## config.mk

```make
export PLATFORM = sky130hd
export DESIGN_NAME = fir_inverse_equalizer
export DESIGN_NICKNAME = d
export VERILOG_FILES = /design/src/rtl/fir_pkg.sv /design/src/rtl/fir_inv_history.sv /design/src/rtl/fir_inverse_equalizer.sv
export SDC_FILE = /design/constraint.sdc
export NUM_CORES = 1
export LEC_CHECK = 0
export ABC_AREA = 1
export CAP_MARGIN = 20
export CORE_MARGIN = 2
export CORE_UTILIZATION = 47
export CTS_CLUSTER_DIAMETER = 60
export DETAILED_ROUTE_END_ITERATION = 10
export SYNTH_ARGS = -nofsm -noshare
export SYNTH_HDL_FRONTEND = slang
export SYNTH_SLANG_ARGS = --single-unit
```

## constraint.sdc

```tcl
create_clock -name CLK -period 9.75 [get_ports CLK]
set_input_delay 1.95 -clock CLK [delete_from_list [all_inputs] [get_ports CLK]]
set_output_delay 1.95 -clock CLK [all_outputs]
set_load 0.01 [all_outputs]
```

## src/rtl/fir_pkg.sv

```systemverilog
// Shared constants and types for the inverse equalizer of the 8-tap, coefficient-16 FIR.
package fir_pkg;

  localparam int unsigned TAPS       = 8;
  localparam int unsigned COEF_SHIFT = 4;
  localparam int unsigned IN_W       = 32;
  localparam int unsigned OUT_W      = 16;
  localparam int unsigned PTR_W      = $clog2(TAPS);

  typedef enum logic {
    LOCKED = 1'b0,
    FAULT  = 1'b1
  } state_e;

  typedef logic signed [OUT_W-1:0] sample_t;
  typedef logic signed [IN_W-1:0]  word_t;
  typedef logic signed [IN_W:0]    wide_t;

  localparam sample_t SAMPLE_MAX = {1'b0, {(OUT_W-1){1'b1}}};
  localparam sample_t SAMPLE_MIN = {1'b1, {(OUT_W-1){1'b0}}};
  localparam wide_t   WIDE_MAX   = {{(IN_W+1-OUT_W){1'b0}}, SAMPLE_MAX};
  localparam wide_t   WIDE_MIN   = {{(IN_W+1-OUT_W){1'b1}}, SAMPLE_MIN};

endpackage

```

## src/rtl/fir_inv_history.sv

```systemverilog
// TAPS-deep circular buffer of reconstructed samples; the read port always shows the oldest entry.
module fir_inv_history
  import fir_pkg::*;
(
  input  logic                    CLK,
  input  logic                    RST,
  input  logic                    we_i,
  input  logic signed [OUT_W-1:0] wdata_i,
  output logic signed [OUT_W-1:0] oldest_c_o
);

  sample_t            mem_q [TAPS];
  logic [PTR_W-1:0]   ptr_q;

  // TAPS is a power of two, so the pointer wraps by natural overflow.
  always_ff @(posedge CLK) begin
    if (RST) begin
      for (int unsigned i = 0; i < TAPS; i++) begin
        mem_q[i] <= '0;
      end
      ptr_q <= '0;
    end else if (we_i) begin
      mem_q[ptr_q] <= wdata_i;
      ptr_q        <= ptr_q + PTR_W'(1);
    end
  end

  assign oldest_c_o = mem_q[ptr_q];

endmodule

```

## src/rtl/fir_inverse_equalizer.sv

```systemverilog
// Rebuilds FIR input samples via x[n] = (y[n]-y[n-1])/16 + x[n-8]; flags non-FIR streams and overflow.
// Define FIR_INV_SATURATE_EN to clamp out-of-range samples instead of wrapping them.
module fir_inverse_equalizer
  import fir_pkg::*;
(
  input  logic                    CLK,
  input  logic                    RST,
  input  logic                    ENABLE,
  input  logic signed [IN_W-1:0]  filter_in,
  input  logic                    err_clr,
  output logic signed [OUT_W-1:0] data_out,
  output logic                    out_valid,
  output logic                    locked,
  output logic                    frac_err,
  output logic                    ovf_err
);

  state_e  state_q, state_d;
  word_t   y_prev_q, y_prev_d;
  sample_t data_q, data_d;
  logic    valid_q, valid_d;
  logic    frac_q, frac_d;
  logic    ovf_q, ovf_d;

  sample_t oldest_c;
  wide_t   diff_c;
  wide_t   quot_c;
  wide_t   sum_c;
  logic    rem_nz_c;
  logic    out_of_range_c;
  sample_t narrow_c;

  fir_inv_history u_history (
    .CLK        (CLK),
    .RST        (RST),
    .we_i       (ENABLE),
    .wdata_i    (data_d),
    .oldest_c_o (oldest_c)
  );

  // Datapath: difference, divide by the common coefficient, add back x[n-TAPS].
  always_comb begin
    diff_c         = $signed({filter_in[IN_W-1], filter_in}) - $signed({y_prev_q[IN_W-1], y_prev_q});
    quot_c         = diff_c >>> COEF_SHIFT;
    rem_nz_c       = |diff_c[COEF_SHIFT-1:0];
    sum_c          = quot_c + $signed({{(IN_W+1-OUT_W){oldest_c[OUT_W-1]}}, oldest_c});
    out_of_range_c = (sum_c > WIDE_MAX) || (sum_c < WIDE_MIN);
`ifdef FIR_INV_SATURATE_EN
    if (!out_of_range_c) begin
      narrow_c = sum_c[OUT_W-1:0];
    end else if (sum_c[IN_W]) begin
      narrow_c = SAMPLE_MIN;
    end else begin
      narrow_c = SAMPLE_MAX;
    end
`else
    narrow_c = sum_c[OUT_W-1:0];
`endif
  end

  // Next state: a new error on the same edge always overrides err_clr.
  always_comb begin
    state_d  = state_q;
    y_prev_d = y_prev_q;
    data_d   = data_q;
    valid_d  = 1'b0;
    frac_d   = frac_q;
    ovf_d    = ovf_q;

    if (ENABLE) begin
      y_prev_d = filter_in;
      data_d   = narrow_c;
      valid_d  = 1'b1;
    end

    if (err_clr) begin
      state_d = LOCKED;
      frac_d  = 1'b0;
      ovf_d   = 1'b0;
    end

    if (ENABLE && rem_nz_c) begin
      state_d = FAULT;
      frac_d  = 1'b1;
    end

    if (ENABLE && out_of_range_c) begin
      ovf_d = 1'b1;
    end
  end

  always_ff @(posedge CLK) begin
    if (RST) begin
      state_q  <= LOCKED;
      y_prev_q <= '0;
      data_q   <= '0;
      valid_q  <= 1'b0;
      frac_q   <= 1'b0;
      ovf_q    <= 1'b0;
    end else begin
      state_q  <= state_d;
      y_prev_q <= y_prev_d;
      data_q   <= data_d;
      valid_q  <= valid_d;
      frac_q   <= frac_d;
      ovf_q    <= ovf_d;
    end
  end

  assign data_out  = data_q;
  assign out_valid = valid_q;
  assign locked    = (state_q == LOCKED);
  assign frac_err  = frac_q;
  assign ovf_err   = ovf_q;

endmodule
```

## Word-level counts from Yosys, hierarchy flattened

Memory sizes are Yosys's and may differ from the RTL's. A register that Yosys moved wholly into a read port is not among the register bits.
Cells that the tools add are included.

- Add/sub/neg operators: 3
- Div/mod/pow operators: 0
- Shift-type cells: 0
- Bitwise operators: 1
- Mux-type cells: 14
- Magnitude comparators: 2
- Multipliers: 0
- Reductions and logical operators: 7
- Equal/unequal tests: 0

Operator list:

| kind | number |
|---|---|
| subtractor 32 x 32 -> 33 bit | 1 |
| two-way mux 16 bit | 2 |
| adder 29 x 16 -> 30 bit | 1 |
| greater-than comparator 30 x 16 -> 1 bit (second input constant) | 1 |
| less-than comparator 30 x 16 -> 1 bit (second input constant) | 1 |
| OR reduction 16 bit | 1 |
| two-way mux 1 bit | 9 |
| two-way mux 3 bit | 3 |
| nonzero test 2 bit | 2 |
| OR reduction 4 bit | 1 |
| adder 3 x 1 -> 3 bit (second input constant) | 1 |
| logical AND 1 bit | 2 |
| logical OR 1 bit | 1 |
| NOT 1 bit | 1 |

- Bits in latches: 0
- Register bits after elaboration: 54
- Memories: 1
- Bits in writable memories: 128
- Word-level logic and storage cells: 34
- ROM bits: 0

Memory list:

| memory | depth | bits a word | read ports | clocked after Yosys merged registers in | write ports | line | text |
|---|---|---|---|---|---|---|---|
| u_history.mem_q | 8 | 16 | 1 | 1 | 8 | fir_inv_history.sv:12 | `sample_t mem_q [TAPS];` |

## Depth between registers and ports, before layout

- Depth after elaboration: 6
- Mapped depth: 32
- Mapped depth without buffers: 32

## By module

From an unflattened synthesis, not the netlist that was laid out.

- Cell total of the unflattened synthesis: 1757
- Area total of the unflattened synthesis: 12351.8 µm²

By module, submodules not included:

| module | area an instance (µm²) | instances | cells an instance | seq. area each (µm²) |
|---|---|---|---|---|
| fir_inv_history | 6466.2 | 1 | 751 | 3963.8 |
| fir_inverse_equalizer | 5885.6 | 1 | 1006 | 1021.0 |

## Least setup slack after synthesis

OpenSTA, ideal clock, no wires.

- Path kind: input-to-reg
- Start: input filter_in[0]
- End: register ovf_q, in the netlist ovf_err
- Buffers on the path: 0
- Stages: 29
- Library setup time: 118 ps
- Data arrival time: 4954 ps
- Slack: 4678 ps
- Data required time: 9632 ps
- Path through: inv_1 -> ha_1 -> inv_1 -> fa_1 -> nand3_1 -> nand2_1 -> nand2_1 -> nand2_1 -> nand3_1 -> o211ai_2 -> a21oi_1 -> o21ai_1 -> nand2_1 -> nand2_1 -> xor2_1 -> ha_1 -> nand2_1 -> nor2_1 -> nand2_1 -> nor3_1 -> nand2_1 -> nand3_1 -> nand2_1 -> nor2_1 -> nand2_1 -> nor2_1 -> nand2_1 -> nand3_2 -> a21oi_2

- Word-level cells in the longest chain between the ends: 6

RTL lines:

| item | line | text |
|---|---|---|
| start: declaration | fir_inverse_equalizer.sv:9 | `input logic signed [IN_W-1:0] filter_in,` |
| subtractor 32 x 32 -> 33 bit * | fir_inverse_equalizer.sv:43 | `diff_c = $signed({filter_in[IN_W-1], filter_in}) - $signed({y_prev_q[IN_W-1], y_prev_q});` |
| adder 29 x 16 -> 30 bit * | fir_inverse_equalizer.sv:46 | `sum_c = quot_c + $signed({{(IN_W+1-OUT_W){oldest_c[OUT_W-1]}}, oldest_c});` |
| greater-than comparator 30 x 16 -> 1 bit or less-than comparator 30 x 16 -> 1 bit (tied branches) | fir_inverse_equalizer.sv:47 | `out_of_range_c = (sum_c > WIDE_MAX) \|\| (sum_c < WIDE_MIN);` |
| logical OR 1 bit * | fir_inverse_equalizer.sv:47 |  |
| logical AND 1 bit * | fir_inverse_equalizer.sv:87 | `if (ENABLE && out_of_range_c) begin` |
| two-way mux 1 bit or nonzero test 2 bit (tied branches) | -- |  |
| end signal: assignment | fir_inverse_equalizer.sv:106 | `ovf_q <= ovf_d;` |
| end: declaration | fir_inverse_equalizer.sv:23 | `logic ovf_q, ovf_d;` |

Every way passes the cells marked *; elsewhere a longest branch is shown, timed or not.
A chain may end at the register's enable or synchronous reset.

## Final worst setup path

Same ends and word-level chain as after synthesis.

==> summary by stage <==
Layout
The most common library cell in the layout ignoring fill and taps is nor2_1. Across the whole layout, storage elements account for about 0.005 mm2. Summing all multi-input logic gate instances after layout gives roughly 0.0057 mm2.

The net total in the final layout is about 1700. The count of non-filler cells in the finished layout is approximately 1900. The relative area change from synthesis to final layout is 13.1%. The proportion of layout cells with a drive suffix above 1 is approximately 5.3%. The fill cell total of the finished layout is roughly 2300. The repair_antennas step left the layout with diodes totalling 0. In the layout the commonest cells are 331 x nor2_1, 303 x nand2_1, 177 x inv_1.

Floorplanning
In this run the core area contains 57 standard-cell rows. The starting utilization of the core area is between 40 and 50%. The y dimension of the die is 161 um. The core region is approximately 0.024 mm2. For this design the top-level I/O count stands at 56. The area of the die is 0.0258 mm2.

The die width is around 160 um.

GRT
The total routing usage reported by global routing is about a quarter. Entering global routing, the biggest net connects between 70 and 80 pins. The global-route wire length before repair is 48600 um. The number of antenna violations at the first check in global routing is 0. For this run the aggregate overflow at the end of global routing stands at 0. The via count of the first global-routing pass was ~9200.

Critical path
The category of the worst setup path launch point is a primary input. The highest net fanout along the worst path is 6. The endpoint required time on the critical path is 10.03 ns. The worst setup path is captured at a register. The most prevalent standard cell on the critical path is nand2_1.

On the critical path, the stage with the largest delay is an instance of clkdlybuf4s50_1. The data arrival at the endpoint of the critical path is roughly 6.1 ns. The kind of critical path is in2reg.

The stage delay of the slowest cell on the critical path is slightly below 0.4 ns.

Min path
The worst hold path belongs to the class reg2reg.

Place
The count of input and output buffers is 55. Routability-driven placement finished with a final weighted congestion of 0.936. The count of placed standard cells including taps is approximately 1900. At the placement stage, the worst setup path has a slack of ~3.5 ns. The detailed-placement wirelength estimate is ~22000 um.

Yosys
The post-synthesis mux area share is approximately 1.4%. The dominant combinational cell family by area after synthesis is simple AND/OR/NAND/NOR gates. After synthesis the cells add up to between 0.01 and 0.015 mm2.

The post-synthesis net count is 1617. Of the total synthesized cell area, the portion taken by AND, OR, NAND and NOR gates is between 20 and 25%. The proportion of synthesized flip-flops having asynchronous set or reset is 0%.

The count of state elements after synthesis is roughly 190. The number of distinct library cell variants in the gate-level netlist after synthesis is 43. The number of standard cells after synthesis is about 1500. By area the synthesized netlist is led by edfxtp_1 33%, nor2_1 11%, dfxtp_1 9.9%. The leading area contributor after synthesis is edfxtp_1.

The number of warning messages in the yosys log is 0. After Yosys synthesis, full adders, half adders and majority gates account for 7.18% of the synthesized area. The synthesized netlist devotes 12.9% of its cell area to compound gates. The portion of the post-synthesis area used by sequential elements is 43.2%.

The portion of synthesized cell area occupied by the leading cell type is 33.3%. The most common flop cell mapped by yosys is edfxtp_1. The synthesized netlist devotes under 10% of its cell area to XOR and XNOR gates. The number of enable flip-flop cells after synthesis is ~130.

In this run the mean area of a mapped cell was 7.61 um2.

Power
The leakage component of the power is 5.71 nW. Power spread over the standard cell area amounts to roughly 220 mW/mm2. The sum of internal, switching and leakage power is 2.89 mW. IR analysis of the VDD net gives a maximum drop of 0.122 mV.

Timing
The count of endpoints failing setup in the final report is 0. The slew at the pin closest to its max-slew limit is 1.02 ns. Derived from the worst setup path, the maximum achievable clock frequency is between 150 and 200 MHz. The number of max-slew violations in the final report is 0. The final setup TNS is 0 ns. The final setup slack of the worst path is around 3.9 ns. Dividing the final minimum period by the clock period gives between 50 and 60%. Setup repair after global routing left no endpoint under its margin. The total count of hold-check failures in the final report is 0.

The smallest clock period supported by the final layout is computed as 5.81 ns. The worst clock skew on the final layout is approximately 0.022 ns. Measured against its own limit, the worst slew margin works out to 32.1%.

Clock tree
The clock passes through at most 2 buffers. The later pin in the worst-skew pair is clocked with a latency of 0.44 ns. For this design, the CTS-stage hold fixing added 0 buffers. In this run the post-CTS setup repair buffer count came out at 0.

The clock net sink count is roughly 190. TritonCTS created 17 clock buffers. The number of levels the H-tree was split into is 4. The tree is rooted in a clkbuf_16. After clock tree synthesis, the clock-pin slew on the worst setup and hold paths is approximately 0.08 ns.

The CTS tree is yes. After clock tree synthesis, the repair step resized 0 gates.

Outcome
The flow ran to the end, and the final reports show no timing, DRC or antenna violations.

Detailed routing
After detailed routing, the average wire length per cell comes to 15.9 um. The first TritonRoute pass finished after 8 iterations. In this run the remaining antenna-violating nets after routing total 0. After detailed routing, the number of vias per cell comes to between 5 and 6. The residual DRC count is 0. For this block, the routed nets add up to 30100 um of wire. The DRC violation total after the first TritonRoute iteration is about 760.

The detailed-route via count is about 10000.

Run
Max-cap violations in this run came to 0.
==> cells by family (layout without fill, tap and decap cells) <==
kind of cell / after synthesis / after routing
AO/OA/AOI/OAI: 269 / 269
XOR/XNOR: 42 / 42
adder cells (fa/ha/maj): 65 / 65
buffers and inverters: 227 / 277
flip-flops: 185 / 185
multiplexers: 14 / 14
AND/OR/NAND/NOR: 714 / 714
==> through the flow <==
step / area [um2] / hold WS (ns) / utilization [%]
after floorplan: 11500 / 0.433 / -
after global placement: 12400 / 0.444 / 51.2
after detailed placement: 12400 / 0.452 / 51.2
after CTS: 13000 / 0.464 / 53.8
after global routing: 13000 / 0.477 / 54.0
final: 13000 / 0.462 / 54.0
==> sequential cells by signal, summed over array words and instances, names as in the netlist, named ones only <==
register,flops
u_history.mem_q,128
frac_err,1
out_valid,1
y_prev_q,32
u_history.ptr_q,3
ovf_err,1
data_out,16
==> critical path, delay by kind of cell <==
kind	cells	cell delay (ns)
adder cells (fa/ha/maj)	3	0.92
AND/OR/NAND/NOR	18	1.98
XOR/XNOR	1	0.16
AO/OA/AOI/OAI	5	0.53
buffers and inverters	3	0.52
==> worst paths after layout <==
kind / cells after the start / slack, ns / from / end
setup / recovery: 30 / 3.94 / filter_in[0] / ovf_err
hold / removal: 2 / 0.46 / y_prev_q[5] / y_prev_q[5]
setup reg to reg: 18 / 4.71 / register / u_history.mem_q[1][8]
hold reg to reg: 2 / 0.46 / y_prev_q[5] / y_prev_q[5]
==> cells in the mapped netlist, types with 3 or more instances <==
cell type,number
o21ai_0,116
o21a_1,6
a21oi_2,7
ha_1,63
a21oi_1,84
inv_1,177
edfxtp_1,128
o21bai_1,3
clkbuf_1,40
nand2_1,303
o21ai_1,4
nand3_1,38
o22ai_1,16
nor2_2,10
nand3_2,4
and2_1,3
inv_2,3
nand4_1,9
nor3_1,6
nor2_1,331
buf_2,3
a31oi_1,19
nand2_2,6
o21ai_2,5
mux2i_1,11
dfxtp_1,57
a21o_1,3
xor2_1,29
xnor2_1,13
==> where the power goes <==
| group | switching [mW] | internal (mW) |
|---|---|---|
| sequential | 0.0327 | 0.905 |
| clock | 0.385 | 0.365 |
| combinational | 0.796 | 0.400 |
==> routing by layer <==
layer | GRT usage, % | vias up | share of wire, %
met1 | 36.0 | 4625 | 50
met2 | 36.2 | 275 | 43
met4 | 5.45 | 0 | 1.2
met5 | 0 | - | 0
met3 | 3.28 | 25 | 5.3
li1 | - | 5032 | -
==> layout make-up <==
class	instances	share of cell area, %
inverter	182	5.24
clock buffer	17	3.26
multi-input combinational	1104	43.7
timing repair buffer	63	4.83
sequential	185	38.2
clock inverter	15	1.67
tap	324	3.11
(Power assumes the default switching activity.)
